[config.mk]
export PLATFORM = sky130hd
export DESIGN_NAME = instr_mem_sync_flat
export DESIGN_NICKNAME = d
export VERILOG_FILES = /design/src/rtl/instr_mem_sync_if.sv /design/src/rtl/instr_mem_sync.sv /design/src/flat_wrapper.sv
export SDC_FILE = /design/constraint.sdc
export NUM_CORES = 2
export LEC_CHECK = 0
export CAP_MARGIN = 20
export CORE_MARGIN = 1
export CORE_UTILIZATION = 40
export CTS_BUF_LIST = sky130_fd_sc_hd__clkbuf_16
export CTS_CLUSTER_DIAMETER = 60
export DETAILED_ROUTE_END_ITERATION = 6
export DONT_BUFFER_PORTS = 1
export PLACE_DENSITY_LB_ADDON = 0.12
export SYNTH_ARGS = -nofsm -noshare
export SYNTH_HDL_FRONTEND = slang
export SYNTH_SLANG_ARGS = --single-unit
[constraint.sdc]
create_clock -name clk -period 4.1 [get_ports clk]
set_input_delay 0.41 -clock clk [delete_from_list [all_inputs] [get_ports clk]]
set_output_delay 0.41 -clock clk [all_outputs]
set_load 0.01 [all_outputs]
[src/rtl/instr_mem_sync_if.sv]
// Fetch/load bus between the PC stage and the synchronous LC2K instruction memory.
// master = fetch/load requester, slave = memory.
interface instr_mem_sync_if #(
    parameter int DATA_W = 32
);
    logic              load_en;
    logic [31:0]       load_addr;
    logic [DATA_W-1:0] load_data;
    logic              load_err;
    logic              fetch_req;
    logic [31:0]       fetch_pc;
    logic              fetch_ready;
    logic              instr_valid;
    logic [DATA_W-1:0] instr;
    logic              fetch_fault;

    modport master (
        output load_en, load_addr, load_data, fetch_req, fetch_pc,
        input  load_err, fetch_ready, instr_valid, instr, fetch_fault
    );

    modport slave (
        input  load_en, load_addr, load_data, fetch_req, fetch_pc,
        output load_err, fetch_ready, instr_valid, instr, fetch_fault
    );
endinterface

[src/rtl/instr_mem_sync.sv]
// Synchronous LC2K instruction memory: registered 1-cycle fetch, program-load port, hardware clear after reset.
// Optional macro INSTR_MEM_WR_BYPASS_EN selects write-first forwarding on same-address load/fetch collisions.
module instr_mem_sync #(
    parameter int                DATA_W    = 32,
    parameter int                DEPTH     = 64,
    parameter logic [DATA_W-1:0] HALT_WORD = DATA_W'(32'h0180_0000)
) (
    input logic              clk,
    input logic              reset_n,
    instr_mem_sync_if.slave  bus
);
    localparam int AW = (DEPTH > 1) ? $clog2(DEPTH) : 1;

    typedef enum logic {
        CLEAR,
        READY
    } state_t;

    state_t            r_state;
    state_t            w_state_nxt;
    logic [AW-1:0]     r_clr_cnt;
    logic [AW-1:0]     w_clr_cnt_nxt;

    logic [DATA_W-1:0] r_mem [DEPTH];

    logic              w_load_in_range;
    logic              w_fetch_in_range;
    logic              w_load_ok;
    logic              w_load_bad;
    logic              w_fetch_acc;
    logic [AW-1:0]     w_load_idx;
    logic [AW-1:0]     w_fetch_idx;
    logic              w_wr_en;
    logic [AW-1:0]     w_wr_addr;
    logic [DATA_W-1:0] w_wr_data;
    logic [DATA_W-1:0] w_rd_data;

    logic              r_instr_valid;
    logic              r_fetch_fault;
    logic              r_load_err;
    logic [DATA_W-1:0] r_instr;

    // Full 32-bit compares: out-of-range addresses must never alias into the array.
    assign w_load_in_range  = (bus.load_addr < 32'(DEPTH));
    assign w_fetch_in_range = (bus.fetch_pc < 32'(DEPTH));
    assign w_load_idx       = bus.load_addr[AW-1:0];
    assign w_fetch_idx      = bus.fetch_pc[AW-1:0];

    assign w_load_ok   = (r_state == READY) && bus.load_en && w_load_in_range;
    assign w_load_bad  = (r_state == READY) && bus.load_en && !w_load_in_range;
    assign w_fetch_acc = (r_state == READY) && bus.fetch_req;

    always_ff @(posedge clk) begin
        if (!reset_n) begin
            r_state   <= CLEAR;
            r_clr_cnt <= '0;
        end else begin
            r_state   <= w_state_nxt;
            r_clr_cnt <= w_clr_cnt_nxt;
        end
    end

    // Clear sequence and program loads share the single write port.
    always_comb begin
        w_state_nxt   = r_state;
        w_clr_cnt_nxt = r_clr_cnt;
        w_wr_en       = 1'b0;
        w_wr_addr     = w_load_idx;
        w_wr_data     = bus.load_data;
        case (r_state)
            CLEAR: begin
                w_wr_en       = reset_n;
                w_wr_addr     = r_clr_cnt;
                w_wr_data     = '0;
                w_clr_cnt_nxt = r_clr_cnt + AW'(1);
                if (r_clr_cnt == AW'(DEPTH - 1)) begin
                    w_state_nxt   = READY;
                    w_clr_cnt_nxt = '0;
                end
            end
            READY: begin
                w_wr_en = reset_n && w_load_ok;
            end
            default: begin
                w_state_nxt = CLEAR;
            end
        endcase
    end

    always_ff @(posedge clk) begin
        if (w_wr_en) begin
            r_mem[w_wr_addr] <= w_wr_data;
        end
    end

`ifdef INSTR_MEM_WR_BYPASS_EN
    always_comb begin
        w_rd_data = r_mem[w_fetch_idx];
        if (w_load_ok && (bus.load_addr == bus.fetch_pc)) begin
            w_rd_data = bus.load_data;
        end
    end
`else
    // Read-first: the array still holds the pre-write word at this edge.
    always_comb begin
        w_rd_data = r_mem[w_fetch_idx];
    end
`endif

    always_ff @(posedge clk) begin
        if (!reset_n) begin
            r_instr       <= '0;
            r_instr_valid <= 1'b0;
            r_fetch_fault <= 1'b0;
            r_load_err    <= 1'b0;
        end else begin
            r_instr_valid <= w_fetch_acc;
            r_fetch_fault <= w_fetch_acc && !w_fetch_in_range;
            r_load_err    <= w_load_bad;
            if (w_fetch_acc) begin
                r_instr <= w_fetch_in_range ? w_rd_data : HALT_WORD;
            end
        end
    end

    assign bus.fetch_ready = (r_state == READY);
    assign bus.instr_valid = r_instr_valid;
    assign bus.fetch_fault = r_fetch_fault;
    assign bus.load_err    = r_load_err;
    assign bus.instr       = r_instr;
endmodule

[src/flat_wrapper.sv]
// flat-port wrapper written by rule: the top's interface ports become plain ports
module instr_mem_sync_flat 
#(
    parameter int                DATA_W    = 32,
    parameter int                DEPTH     = 64,
    parameter logic [DATA_W-1:0] HALT_WORD = DATA_W'(32'h0180_0000)
)
  (clk, reset_n, bus_load_en, bus_load_addr, bus_load_data, bus_fetch_req, bus_fetch_pc, bus_load_err, bus_fetch_ready, bus_instr_valid, bus_instr, bus_fetch_fault);
  instr_mem_sync_if #(.DATA_W(DATA_W)) bus_i ();
  input logic clk;
  input logic reset_n;
  input wire logic [$bits(bus_i.load_en)-1:0] bus_load_en;
  input wire logic [$bits(bus_i.load_addr)-1:0] bus_load_addr;
  input wire logic [$bits(bus_i.load_data)-1:0] bus_load_data;
  input wire logic [$bits(bus_i.fetch_req)-1:0] bus_fetch_req;
  input wire logic [$bits(bus_i.fetch_pc)-1:0] bus_fetch_pc;
  output wire logic [$bits(bus_i.load_err)-1:0] bus_load_err;
  output wire logic [$bits(bus_i.fetch_ready)-1:0] bus_fetch_ready;
  output wire logic [$bits(bus_i.instr_valid)-1:0] bus_instr_valid;
  output wire logic [$bits(bus_i.instr)-1:0] bus_instr;
  output wire logic [$bits(bus_i.fetch_fault)-1:0] bus_fetch_fault;
  assign bus_i.load_en = bus_load_en;
  assign bus_i.load_addr = bus_load_addr;
  assign bus_i.load_data = bus_load_data;
  assign bus_i.fetch_req = bus_fetch_req;
  assign bus_i.fetch_pc = bus_fetch_pc;
  assign bus_load_err = bus_i.load_err;
  assign bus_fetch_ready = bus_i.fetch_ready;
  assign bus_instr_valid = bus_i.instr_valid;
  assign bus_instr = bus_i.instr;
  assign bus_fetch_fault = bus_i.fetch_fault;
  instr_mem_sync #(.DATA_W(DATA_W), .DEPTH(DEPTH), .HALT_WORD(HALT_WORD)) u_core (.clk(clk), .reset_n(reset_n), .bus(bus_i));
endmodule
==> flow_summary_export.csv <==
group,metric,value,unit
logic_synthesis,library_cell_occupying_the_most_area_in_the_post_synthesis_netlist,"sky130_fd_sc_hd__edfxtp_1",
placed_design,weighted_congestion_at_the_end_of_routability_driven_global_placement,0.823,
critical_path,rr_startpoint,"u_core.bus.fetch_ready",
critical_path,timing.critical_path.slowest_cell_delay,870,ps
hold_path,hold-path-endpoint,"u_core.bus.fetch_fault",
cts,tritoncts,"done",
timing,finalCritPeriodShare,82.9,%
logic_synthesis,syn_area_per_cell,21.8,sq um
floorplanning,initial_core_util,40.3,%
cells_and_area,num-fill-cells,16800,
power_and_ir_drop,worst_ir_drop_vdd,0.000442,V
placed_design,numPortBuffers,0,
timing,worst_pin_slew,1870,ps
critical_path,crit_path_frequent_cell,"sky130_fd_sc_hd__dlygate4sd3_1",
route,routedWlPerCell,37.6,um
logic_synthesis,synth_top_flop_cell,"sky130_fd_sc_hd__edfxtp_1",
cells_and_area,layout.nets,3998,
cts,cts_buf_count,221,
run_status,outcome,"finished with violations",
cells_and_area,post_route_cells_drive_above_1_share,26.1,%
timing,finalHoldViolations,0,
critical_path,critPathBufInv,3,
logic_synthesis,synth_edf_count,2048,
job,drv.max_cap_violation_count,0,
timing,final.setup.worst_slack,703,ps
route,vias_per_cell,5.94,
cells_and_area,layout.area.seq,62300,sq um
route,route.vias.total,40100,
cells_and_area,layout.core_utilization,46.1,%
timing,final-max-slew-violation-count,151,
logic_synthesis,synth.yosys.seq_area_share,77.5,%
critical_path,timing.reg2reg.setup_slack,940,ps
cts,clk_pin_slew,60,ps
power_and_ir_drop,power.leakage,27.5,nW
floorplanning,pin_count,136,
logic_synthesis,synth_largest_type_area_fraction,76.4,%
floorplanning,chipWidth,451,um
critical_path,critical_path_peak_fanout,3,
cells_and_area,areaGrowthSynthToFinish,14.5,%
logic_synthesis,synth-seq-cells,2090,
critical_path,path_delay_family,"buffers and inverters",
floorplanning,placeableCoreArea,200000,sq um
cells_and_area,multi_input_comb_area,17300,sq um
critical_path,worst_setup_path_end_kind,"register",
timing,fmaxAchievable,294,MHz
route,detail_route.iter0.violations,4967,
hold_path,min_path_type,"primary input to register",
critical_path,r2r-end,"u_core.bus.instr[24]",
placed_design,pre_cts_slack,855,ps
logic_synthesis,mappedNetlistNets,3790,
logic_synthesis,synthesis.area,80500,sq um
critical_path,ff2ff_path_depth,7,
critical_path,crit_chain,"dlygate4sd3_1 > nor4_1 > dlygate4sd3_1 > nand2_1 > dlygate4sd3_1 > nor3_1 > nand2_1 > a211oi_1 > a32o_1",
critical_path,critical_path.startpoint,"bus_fetch_pc[7]",
cts,clk_path_buf_depth,3,
route,post-route-drc-count,16,
logic_synthesis,ys_top_cells_by_area,"sky130_fd_sc_hd__edfxtp_1, sky130_fd_sc_hd__mux4_2, sky130_fd_sc_hd__mux2i_1",
global_route,initial_antenna_violation_count,29,
hold_path,hold_depth,3,
cts,cts_htree_levels,4,
critical_path,worst_path_max_delay_cell,"sky130_fd_sc_hd__a211oi_1",
timing,finalWorstPathRequiredPeriod,3400,ps
global_route,grtUsageTotal,25.0,%
critical_path,critical_path_class,"primary input to register",
power_and_ir_drop,total_power,43.3,mW
route,finalWirelength,254,mm
floorplanning,die_h,451,um
critical_path,crit_required,4890,ps
floorplanning,fp.dieArea,203000,sq um
global_route,grt_max_degree,482,
logic_synthesis,ys_async_sr_fraction,0,%
cts,ctsResizeCount,0,
cts,clock_sinks,2090,
global_route,grt_overflow_total,0,
placed_design,place_hpwl,150,mm
timing,timing.slew.headroom,-24.4,%
power_and_ir_drop,power_density,470,nW/um^2
critical_path,type_of_origin_of_the_critical_path,"primary input",
timing,fin_skew,33.0,ps
cts,clkLatencyLatePin,870,ps
logic_synthesis,netlist_instances,3689,
timing,setup_viol,0,
timing,tns,0,ps
hold_path,min_from,"bus_fetch_req",
critical_path,data_arrival_time_of_the_critical_path,4190,ps
timing,rsz_0062_raised_after_global_routing,"false",
cts,root_buffer,"sky130_fd_sc_hd__clkbuf_16",
run_status,violations,"design-rule violations, max-slew violations",
global_route,first_global_vias,39500,
floorplanning,fp_rows,164,
global_route,grt_first_pass_wirelength,346,mm
route,route.antenna.remaining_nets,0,
logic_synthesis,synth-warning-count,0,
route,detailedRoute.firstPassIterationCount,7,
logic_synthesis,synthDistinctLibCells,67,
==> layout by cell type (no fill, tap or decap), types with 10 or more instances in the layout <==
cell,synthesis,final
sky130_fd_sc_hd__nor4_1,13,13
sky130_fd_sc_hd__bufinv_16,0,10
sky130_fd_sc_hd__nor2_1,113,45
sky130_fd_sc_hd__buf_4,54,97
sky130_fd_sc_hd__a221oi_1,21,21
sky130_fd_sc_hd__a31oi_1,13,13
sky130_fd_sc_hd__nand2_1,142,142
sky130_fd_sc_hd__o21ai_0,48,48
sky130_fd_sc_hd__a211oi_1,13,11
sky130_fd_sc_hd__buf_12,3,68
sky130_fd_sc_hd__mux2i_1,135,135
sky130_fd_sc_hd__a22oi_1,67,67
sky130_fd_sc_hd__a22o_1,10,10
sky130_fd_sc_hd__dfxtp_1,42,41
sky130_fd_sc_hd__inv_1,11,84
sky130_fd_sc_hd__dlygate4sd3_1,0,13
sky130_fd_sc_hd__nand4_1,16,16
sky130_fd_sc_hd__clkbuf_16,0,226
sky130_fd_sc_hd__nor2_4,0,65
sky130_fd_sc_hd__nor2b_1,23,21
sky130_fd_sc_hd__nor3_1,20,19
sky130_fd_sc_hd__nand3_1,51,51
sky130_fd_sc_hd__and2_4,0,28
sky130_fd_sc_hd__nand2b_1,11,11
sky130_fd_sc_hd__clkinv_2,0,34
sky130_fd_sc_hd__clkinv_1,0,56
sky130_fd_sc_hd__mux4_2,483,483
sky130_fd_sc_hd__a21oi_1,24,24
sky130_fd_sc_hd__edfxtp_1,2048,2048
sky130_fd_sc_hd__o31ai_1,11,11
sky130_fd_sc_hd__o22ai_1,35,34
==> cells in the mapped netlist (all sizes together), types with 3 or more instances <==
cell	n
nand2	142
mux2i	135
a32oi	3
nor4	14
buf	145
a21oi	24
a221oi	24
o32ai	6
a211oi	13
nor3b	4
o221ai	4
clkbuf	49
a22oi	67
nand3b	3
o211ai	7
inv	12
nand4	16
mux4	483
xnor2	4
nor2	113
a22o	10
nor3	20
edfxtp	2048
nand3	51
dfxtp	42
o21ai	49
a221o	4
mux2	9
o22ai	35
or4	3
nor2b	23
o41ai	4
o2111ai	9
and3	5
or2	3
and2	43
nand2b	11
a32o	5
a31oi	13
o31ai	11
==> kinds of logic after synthesis <==
logic type	count (synthesis)	share of synthesized area, %
adders and majority gates	1	0.0155
DFF	2090	77.5
muxes	627	15.3
xor gates and xnor gates	5	0.0544
and+or+nand+nor	458	2.70
AOI/OAI and AO/OA	302	2.69
buffers and inverters	206	1.75
==> stage by stage <==
step / cells / hold WS (ps) / area [sq um]
after floorplan: 3689 / 463 / 80500
after global placement: 6315 / 472 / 85100
after detailed placement: 6316 / 484 / 85100
after CTS: 6747 / 3.25 / 92100
after global routing: 6754 / 49.0 / 92100
final: 6758 / 86.0 / 92200
==> where the power goes <==
| part | switching [mW] | internal (mW) | leakage, nW |
|---|---|---|---|
| Clock | 8.37 | 10.6 | 3.63 |
| Combinational | 0.625 | 0.541 | 6.05 |
| Sequential | 0.0173 | 23.2 | 17.8 |
==> tightest hold or removal path: cells and delay by family <==
family	cells	cell delay [ps]
AND/OR/NAND/NOR	3	480
==> routing by layer <==
| layer | up-vias | wire length (um) | GRT usage [%] |
|---|---|---|---|
| met4 | 18 | 6500 | 6.62 |
| met1 | 22100 | 106000 | 35.0 |
| li1 | 16000 | - | - |
| met5 | - | 107 | 0 |
| met2 | 1656 | 124000 | 40.3 |
| met3 | 333 | 17800 | 4.43 |
==> state kept, by name, summed over array words and instances (netlist names) <==
signal                  flops
u_core.bus.instr           32
u_core.r_clr_cnt            6
u_core.bus.instr_valid      1
u_core.bus.load_err         1
u_core.bus.fetch_ready      1
u_core.bus.fetch_fault      1
u_core.r_mem             2048
==> repair_timing <==
action,CTS,global route
setup buffers,0,0
hold buffers,12,1
endpoints found under the hold margin,23,4
==> final cells by class <==
type                       count  share of cell area (%)
clock inverter               193                    1.29
multi-input combinational   1393                    18.8
timing repair buffer         179                    2.42
inverter                      12                  0.0489
antenna                        9                  0.0244
tap                         2656                    3.61
clock buffer                 226                    6.14
sequential                  2090                    67.7
==> worst max path at each step <==
stage                                end  slack (ps)  cells after the start
floorplan             u_core.r_mem[0][0]         770                      5
global placement    u_core.r_mem[46][18]         800                      9
detailed placement  u_core.r_mem[46][18]         860                      9
CTS                  u_core.bus.instr[4]         810                      9
global route         u_core.bus.instr[4]         690                      9
finish               u_core.bus.instr[4]         700                      9
Power figures use the tool's default switching activity.
